==> src/rtl/ov7670_stream_gen.sv <==
// ov7670_stream_gen: emulates an OV7670 RGB565 camera stream (pclk/vsync/href/d) with selectable test patterns
module ov7670_stream_gen #(
  parameter int H_ACTIVE = 160,
  parameter int V_ACTIVE = 120,
  parameter int H_BLANK  = 16,
  parameter int V_SYNC   = 3,
  parameter int V_BACK   = 2,
  parameter int V_FRONT  = 2
) (
  input  logic        clk50,
  input  logic        rst_n,
  input  logic        enable,
  input  logic [1:0]  mode,
  input  logic [15:0] solid_color,
  output logic        pclk,
  output logic        vsync,
  output logic        href,
  output logic [7:0]  d,
  output logic        frame_done,
  output logic [7:0]  frame_count
);
  localparam int LINE = 2 * H_ACTIVE + H_BLANK;
  localparam int BW   = $clog2(LINE);
  localparam int BAR  = H_ACTIVE / 8;
  localparam logic [15:0] BARS [8] = '{16'hFFFF, 16'hFFE0, 16'h07FF, 16'h07E0,
                                       16'hF81F, 16'hF800, 16'h001F, 16'h0000};
  typedef enum logic [2:0] {IDLE, VSYNC, VBACK, ACTIVE, VFRONT} state_t;
  state_t state, state_n;
  logic [BW-1:0] byte_cnt;
  logic [15:0] line_cnt, line_max, pix_cnt, bar_px, color_q, pix;
  logic [2:0] bar_idx;
  logic [1:0] mode_q;
  logic tick, eol, eos, start, frame_end, lo_byte, bar_end;
  assign tick     = pclk;
  assign eol      = byte_cnt == BW'(LINE - 1);
  assign line_max = state == VSYNC  ? 16'(V_SYNC - 1)   :
                    state == VBACK  ? 16'(V_BACK - 1)   :
                    state == ACTIVE ? 16'(V_ACTIVE - 1) : 16'(V_FRONT - 1);
  assign eos      = eol && line_cnt == line_max;
  assign vsync    = state == VSYNC;
  assign href     = state == ACTIVE && byte_cnt < BW'(2 * H_ACTIVE);
  assign lo_byte  = href && byte_cnt[0];
  assign bar_end  = lo_byte && bar_px == 16'(BAR - 1);
  assign pix      = mode_q == 2'd1 ? pix_cnt : mode_q == 2'd2 ? color_q : BARS[bar_idx];
  assign d        = !href ? 8'h00 : byte_cnt[0] ? pix[7:0] : pix[15:8];
  always_ff @(posedge clk50 or negedge rst_n)
    if (!rst_n) state <= IDLE;
    else state <= state_n;
  // Transitions happen only on ticks so every output edge lands on a falling pclk edge
  always_comb begin
    state_n   = state;
    start     = 1'b0;
    frame_end = 1'b0;
    if (tick)
      case (state)
        IDLE: if (enable) begin
          state_n = VSYNC;
          start   = 1'b1;
        end
        VSYNC:  if (eos) state_n = VBACK;
        VBACK:  if (eos) state_n = ACTIVE;
        ACTIVE: if (eos) state_n = VFRONT;
        VFRONT: if (eos) begin
          frame_end = 1'b1;
          start     = enable;
          state_n   = enable ? VSYNC : IDLE;
        end
        default: state_n = IDLE;
      endcase
  end
  always_ff @(posedge clk50 or negedge rst_n)
    if (!rst_n) begin
      pclk        <= 1'b0;
      frame_done  <= 1'b0;
      frame_count <= 8'd0;
      byte_cnt    <= '0;
      line_cnt    <= 16'd0;
      pix_cnt     <= 16'd0;
      bar_px      <= 16'd0;
      bar_idx     <= 3'd0;
      mode_q      <= 2'd0;
      color_q     <= 16'd0;
    end else begin
      pclk       <= ~pclk;
      frame_done <= frame_end;
      if (frame_end) frame_count <= frame_count + 8'd1;
      if (start) begin
        mode_q   <= mode;
        color_q  <= solid_color;
        byte_cnt <= '0;
        line_cnt <= 16'd0;
        pix_cnt  <= 16'd0;
        bar_px   <= 16'd0;
        bar_idx  <= 3'd0;
      end else if (tick && state != IDLE) begin
        byte_cnt <= eol ? '0 : byte_cnt + BW'(1);
        line_cnt <= eos ? 16'd0 : eol ? line_cnt + 16'd1 : line_cnt;
        if (lo_byte) pix_cnt <= pix_cnt + 16'd1;
        bar_px   <= eol || bar_end ? 16'd0 : lo_byte ? bar_px + 16'd1 : bar_px;
        bar_idx  <= eol ? 3'd0 : bar_end ? bar_idx + 3'd1 : bar_idx;
      end
    end
endmodule
==> config.mk <==
export PLATFORM = sky130hd
export DESIGN_NAME = ov7670_stream_gen
export DESIGN_NICKNAME = d
export VERILOG_FILES = /design/src/rtl/ov7670_stream_gen.sv
export SDC_FILE = /design/constraint.sdc
export NUM_CORES = 1
export LEC_CHECK = 0
export ABC_AREA = 1
export CAP_MARGIN = 20
export CORE_ASPECT_RATIO = 1.75
export CORE_MARGIN = 4
export CORE_UTILIZATION = 54
export DETAILED_ROUTE_END_ITERATION = 12
export GPL_TIMING_DRIVEN = 0
export PLACE_DENSITY = 0.81
export SLEW_MARGIN = 10
export SYNTH_ARGS = -nofsm -noshare
export SYNTH_HDL_FRONTEND = slang
export SYNTH_SLANG_ARGS = --single-unit
==> constraint.sdc <==
create_clock -name clk50 -period 1.9 [get_ports clk50]
set_input_delay 0.19 -clock clk50 [delete_from_list [all_inputs] [get_ports clk50]]
set_output_delay 0.19 -clock clk50 [all_outputs]
set_load 0.1 [all_outputs]
==> flow_metrics.py, run 1 <==
metrics = {
    "clocking": {
        "clockRootBuffer": "clkbuf_16",
        "clock_sinks": 91,
        "clock_path_buffers": 2,
        "htree_num_levels": 3,
        "cts_buffers": 9,
    },
    "synthesis": {
        "synthDistinctLibCells": 36,
        "syn-instance-count": 813,
        "synth_warnings": 0,
        "synth-seq-cells": 91,
        "synth_area_per_cell_sq_um": 7.12,
        "syn_area_sq_mm": 0.00579,
        "ys_seq_area_share_pct": 39.3,
        "syn-num-nets": 840,
    },
    "status": {
        "haltStage": "5_1_grt",
        "firstError": "[ERROR GRT-0232] Routing congestion too high. Check the congestion heatmap in the GUI.",
        "status": "stopped before the end",
    },
    "place": {
        "placed_cells": 981,
        "place_congestion": 0.979,
        "place_hpwl_um": 11200,
        "port_buffers": 40,
        "pre_cts_ws_ns": -1.03,
    },
    "floorplan": {
        "fp.dieH_um": 145,
        "initial_utilization_pct": 55.9,
        "rows": 49,
        "io-pin-count": 41,
        "die_x_um": 86.3,
    },
    "sta": {
        "worstEpCategory": "primary output",
        "crit_endpoint": "d[2]",
    },
    "global_routing": {
        "grt_overflow_total": 2,
        "grtUsageTotal_pct": 47.3,
        "grt_start_max_net_pins": 53,
    },
}
per-layer routing:
metal / track usage [%] / overflow
met5: 0.413 / 0
met4: 43.1 / 2
met3: 24.2 / 0
met2: 69.6 / 0
met1: 47.1 / 0
cells by family after synthesis:
family	share of synthesized area (%)
simple gates	33.6
buf+inv	7.69
compound gates	10.7
flops	39.3
xor+xnor	7.41
fa+ha+maj	1.30
repair_timing:
item | 4_1_cts
setup buffers | 35
pin swaps | 55
setup endpoints to repair | 109
resized for setup | 283
hold endpoints to repair | 39
gates cloned | 12
hold buffers | 1
cells in the mapped netlist (all sizes together):
cell type    n  area share (%)
nand2      257              17
nor2       105             6.9
dfrtp       91              39
inv         72             4.7
nand3       61             5.5
o21ai       59             5.7
xor2        46             7.0
nor3        26             2.2
buf         18             2.2
clkbuf      13            0.84
o2111ai     12             1.8
nand4        9            0.97
a21oi        8            0.69
ha           6             1.3
a31oi        5            0.54
o211ai       5            0.65
o22ai        4            0.43
nor3b        3            0.48
xnor2        3            0.45
nor4         2            0.22
o221ai       2            0.30
o31ai        2            0.26
or2          2            0.22
a311oi       1            0.15
o211a        1            0.17
through the flow:
stage	area [sq um]	utilization (%)	hold slack (ns)
4_1_cts	7910	76.4	0.379
3_5_place_dp	6520	63.0	0.207
2_1_floorplan	5940	-	-0.106
3_3_place_gp	6500	62.7	0.457
==> run 2: changes to the inputs <==
- CORE_ASPECT_RATIO: 1.75 -> unset
- CORE_UTILIZATION: 54 -> 40
- PLACE_DENSITY: 0.81 -> unset
- PLACE_DENSITY_LB_ADDON: unset -> 0.15
- clock period: 1.9 -> 2.5 ns (I/O delays scaled with it)
==> flow_metrics.py, run 2 <==
metrics = {
    "synthesis": {
        "syn-instance-count": 813,
        "synth_warnings": 0,
        "syn-num-nets": 840,
        "synthTopCellsByArea": "dfrtp_1 39%, nand2_1 16%, xor2_1 7.0%",
        "yosysMostFrequentCell": "nand2_1",
        "syn_area_sq_mm": 0.00579,
        "synth_common_cells": "252 x nand2_1, 102 x nor2_1, 91 x dfrtp_1",
        "synth_top_cell_by_area": "dfrtp_1",
        "synth-edff-count": 0,
        "synth_top_area_share_pct": 39.3,
        "synthDistinctLibCells": 36,
        "synth-seq-cells": 91,
        "synthArstFlopShare_pct": 100,
        "ys_seq_area_share_pct": 39.3,
        "synth_top_flop_cell": "dfrtp_1",
        "synth_area_per_cell_sq_um": 7.12,
    },
    "global_routing": {
        "met3_usage_pct": 3.50,
        "grt_overflow_total": 0,
        "use_met1_pct": 25.7,
        "grt_first_pass_wirelength_um": 25500,
        "antenna_found_initial": 0,
        "grt_pass1_vias": 5271,
        "grt_start_max_net_pins": 53,
        "grtUsageMet2_pct": 31.0,
        "global_route.peak_usage_layer": "met2",
        "grtUsageTotal_pct": 19.0,
    },
    "cells_and_area": {
        "drive_gt1_share_pct": 10.2,
        "nets": 895,
        "antenna_cells": 0,
        "final_common_cell": "nand2_1",
        "layout_common_cells": "251 x nand2_1, 101 x nor2_1, 89 x dfrtp_1, 67 x inv_1, 58 x nand3_1",
        "utilization_pct": 49.2,
        "area_growth_syn_to_layout_pct": 19.3,
        "stdcell_area_sq_mm": 0.00691,
    },
    "sta": {
        "whs_ns": 0.432,
        "final.setup_skew_ns": 0.00804,
        "fin_ws_ns": 0.0916,
        "min_period_ns": 2.41,
        "setup_viol": 0,
        "hold_viol": 0,
        "final_max_slew_viol_count": 0,
        "period_share_pct": 96.3,
        "max_freq_ghz": 0.415,
        "slew_headroom_pct": 35.5,
        "tightest_slew_ns": 0.964,
    },
    "route": {
        "drtIter0Drc": 432,
        "viasPerCell": 5.15,
        "avgRoutedWirePerCell_um": 14.3,
        "num_vias": 5421,
        "route.detailed.drc": 0,
        "ant_nets": 0,
        "first_pass_iters": 5,
        "drt-total-wl_um": 15100,
    },
    "place": {
        "port_buffers": 40,
        "pre_cts_ws_ns": -0.831,
        "place_hpwl_um": 11100,
        "dpl-instance-area_sq_mm": 0.00653,
        "place_congestion": 0.887,
    },
    "status": {
        "status": "finished clean",
    },
    "clocking": {
        "worst_skew_pair.late_latency_ns": 0.35,
        "cts_buffers": 9,
        "clock_path_buffers": 2,
        "clock_sinks": 91,
        "htree_num_levels": 3,
        "clkTransAtPathRegs_ns": 0.07,
        "clockRootBuffer": "clkbuf_16",
        "cts_tree": "yes",
    },
    "run": {
        "maxCapViolCount": 0,
    },
    "worst_hold_path": {
        "min_path_type": "input pin to async pin",
    },
    "critical_path": {
        "cp_max_fo": 10,
        "cp_data_required_time_ns": 2.25,
        "worst_ep_arrival_time_ns": 2.16,
        "end_kind": "output port",
        "cp-start-kind": "register",
        "path_class": "register to output port",
    },
    "floorplan": {
        "rows": 43,
        "die_area_sq_mm": 0.0165,
        "die_x_um": 128,
        "core-area_sq_mm": 0.0140,
        "fp.dieH_um": 128,
        "initial_utilization_pct": 41.2,
        "io-pin-count": 41,
    },
    "power_and_ir_drop": {
        "pwr_density_cell_mw_per_mm2": 424,
        "vdd_drop_max_mv": 0.321,
        "p_leak_nw": 3.28,
    },
}
-- run 2: cell counts after synthesis --
Identical to the previous run, type by type.
-- run 2: cell families after synthesis --
logic type / count (synthesis) / share of synthesized area, %
AND/OR/NAND/NOR: 465 / 33.6
flip-flops: 91 / 39.3
buffers and inverters: 103 / 7.69
AO/OA/AOI/OAI: 99 / 10.7
adder cells (fa/ha/maj): 6 / 1.30
XOR/XNOR: 49 / 7.41
-- run 2: path summary, 6_finish.rpt --
kind | start | end | slack [ns] | cells past startpoint
max | byte_cnt[0] | d[5] | 0.09 | 6
min | rst_n | frame_count[4] | 0.43 | 2
max reg2reg | byte_cnt[4] | line_cnt[15] | 0.21 | 12
min reg2reg | color_q[15] | color_q[15] | 0.48 | 2
max in group asynchronous | rst_n | color_q[13] | 1.40 | 3
min in group clk50 | solid_color[1] | color_q[1] | 0.43 | 3
-- run 2: layout make-up --
type / instances / area, sq um
fill: 1330 / 7140
multi-input combinational: 619 / 3180
timing repair buffer: 44 / 464
tap: 180 / 225
clock buffer: 11 / 243
clock inverter: 4 / 51.3
inverter: 72 / 278
sequential: 91 / 2280
buffer: 31 / 183
-- run 2: layer usage --
metal | wire (um) | up-vias
li1 | - | 2743
met1 | 7220 | 2574
met2 | 7180 | 88
met3 | 465 | 16
met4 | 191 | 0
met5 | 0 | -
-- run 2: power breakdown --
part / internal (mW) / switching [mW] / total [mW]
sequential: 1.47 / 0 / 1.47
combinational: 0.0323 / 0.0350 / 0.0673
clock: 0.798 / 0.589 / 1.39
total: 2.30 / 0.624 / 2.93
-- run 2: timing repair --
item	4_1_cts	5_1_grt
resized for setup	64	19
setup buffers	1	1
endpoints found under the setup margin	15	10
gates cloned	0	0
endpoints found under the hold margin	39	0
pin swaps	1	1
hold buffers	1	0
-- run 2: stage by stage --
stage	power (mW)	instances	setup TNS, ns
after floorplan	1.50	813	-0.234
after global placement	1.56	1033	-217.08
after detailed placement	1.57	1034	-5.87
after CTS	2.97	1051	0
after global routing	3.03	1052	-0.00680
final	2.93	1052	0
-- run 2: worst max-delay path, cell delays in order (launching register included) --
cell	delay [ns]
dfrtp_1	0.39
clkbuf_2	0.20
inv_1	0.16
clkbuf_2	0.38
o21ai_0	0.23
a31oi_4	0.21
buf_8	0.22
Power figures use the tool's default switching activity.
==> variant: new RTL, config.mk and constraints of run 2 <==
Change the parameter `H_BLANK` from 16 to 32.
--- a/src/rtl/ov7670_stream_gen.sv
+++ b/src/rtl/ov7670_stream_gen.sv
@@ -3,5 +3,5 @@
   parameter int H_ACTIVE = 160,
   parameter int V_ACTIVE = 120,
-  parameter int H_BLANK  = 16,
+  parameter int H_BLANK  = 32,
   parameter int V_SYNC   = 3,
   parameter int V_BACK   = 2,
Behaviour: no difference found for any inputs over 10 cycles, from zero or initial values and one cycle with rst_n low; that may be too few to reach the edited logic, so the function may still have changed.
==> variant against run 2 <==
- sequential cell count did not move
- wire length fell by 3.2%
- design area fell by 1.3%
- largest cell class unchanged
- count of clock-buffer cells in the layout rose by 1
- setup slack improved by 0.025 ns
- core utilization fell by 0.28 points
- synthesized area fell by 1.0%
Power is not compared: it rests on default switching activity, and its combinational part moved more than twofold at a synthesized area within 25%.
==> variant: results (changes against run 2) <==
Final Skew: 0.006568 ns (-0.001472 ns)
Synth top area cells: dfrtp_1 40%, nand2_1 17%, xor2_1 6.9%
Post-CTS Setup Repair Bufs: 0 (-1)
Fraction of area in multi-input gates: 46.14% (+0.049 points)
Register area share after synthesis: 39.75% (+0.41 points)
Nonclk buf count: 69 (-8.0%)
Status: complete, no violations
Worst R2R End: bar_px[5]$_DFFE_PN0P_
Post-Syn Nets: 836 (-0.48%)
Post-CTS sizing: 57 (-11%)
Clock buf/inv share: 4.700% (+0.44 points)
Cell variety after synth: 45 (+25%)
R2r startpoint: state[2]$_DFFE_PN0P_
Final net count: 888 (-0.78%)
First-pass GRT wire length: 25090 um (-1.7%)
Largest net degree at the start of global routing: 61 (+15%)
Peak per-stage delay on the critical path: 0.36 ns (-0.03 ns)
Inverters: 73 (+1.4%)
GRT Total Usage: 18.78% (-0.20 points)
Number of clock buffers in the layout: 12 (+1)
Detailed Route Iter0 Violations: 402 (-6.9%)
Number of global-route vias before repair: 5207 (-1.2%)
Tightest Pin Transition: 0.9784 ns (+0.01414 ns)
FF-to-FF setup slack: 0.28 ns (+0.07 ns)
Final non-clock buffer share: 8.408% (-0.96 points)
Top cells by count, synth: 264 x nand2_1, 96 x nor2_1, 91 x dfrtp_1
RePlAce Congestion: 0.8982 (+1.3%)
Comb_multi_in: 617 (-0.32%)
Hold Slack: 0.3882 ns (-0.04376 ns)
variant: worst max-delay path by stage:
stage,slack (ns),from,depth (start not counted),end
after floorplan,-0.09,state[2]$_DFFE_PN0P_,5,d[1]
after global placement,-2.31,rst_n,1,frame_count[1]$_DFFE_PN0P_
after CTS,0.01,mode_q[0]$_DFFE_PN0N_,9,d[2]
after global routing,-0.01,mode_q[0]$_DFFE_PN0N_,9,d[2]
final,0.12,mode_q[0]$_DFFE_PN0N_,9,d[2]
after detailed placement,-0.55,mode_q[1]$_DFFE_PN0N_,7,d[3]
variant: metal layers:
layer | vias up | track usage, % | share of wire, %
met4 | 0 | 6.117 | 1.4
met5 | - | 0 | 0
met2 | 147 | 30.32 | 47
li1 | 2702 | - | -
met3 | 17 | 3.583 | 5.1
met1 | 2484 | 25.55 | 47
variant: metrics by stage:
| stage | instance area (um2) | instances | worst slack [ns] | setup TNS (ns) |
|---|---|---|---|---|
| 5_1_grt | 6815 | 1046 | -0.01123 | -0.01123 |
| 4_1_cts | 6788 | 1047 | 0.01147 | 0 |
| 2_1_floorplan | 5814 | 809 | -0.09302 | -0.1766 |
| 3_3_place_gp | 6440 | 1029 | -2.305 | -212.45 |
| 6_report | 6815 | 1046 | 0.1170 | 0 |
| 3_5_place_dp | 6465 | 1030 | -0.5517 | -3.722 |
variant: kinds of logic (layout without fill, tap and decap cells):
group / after synthesis / in the layout / synth area share (%)
AND/OR/NAND/NOR: 471 / 471 / 34.79
buffers and inverters: 101 / 158 / 7.229
AO/OA/AOI/OAI: 91 / 91 / 9.435
flip-flops: 91 / 91 / 39.75
XOR/XNOR: 49 / 49 / 7.491
adder cells (fa/ha/maj): 6 / 6 / 1.310
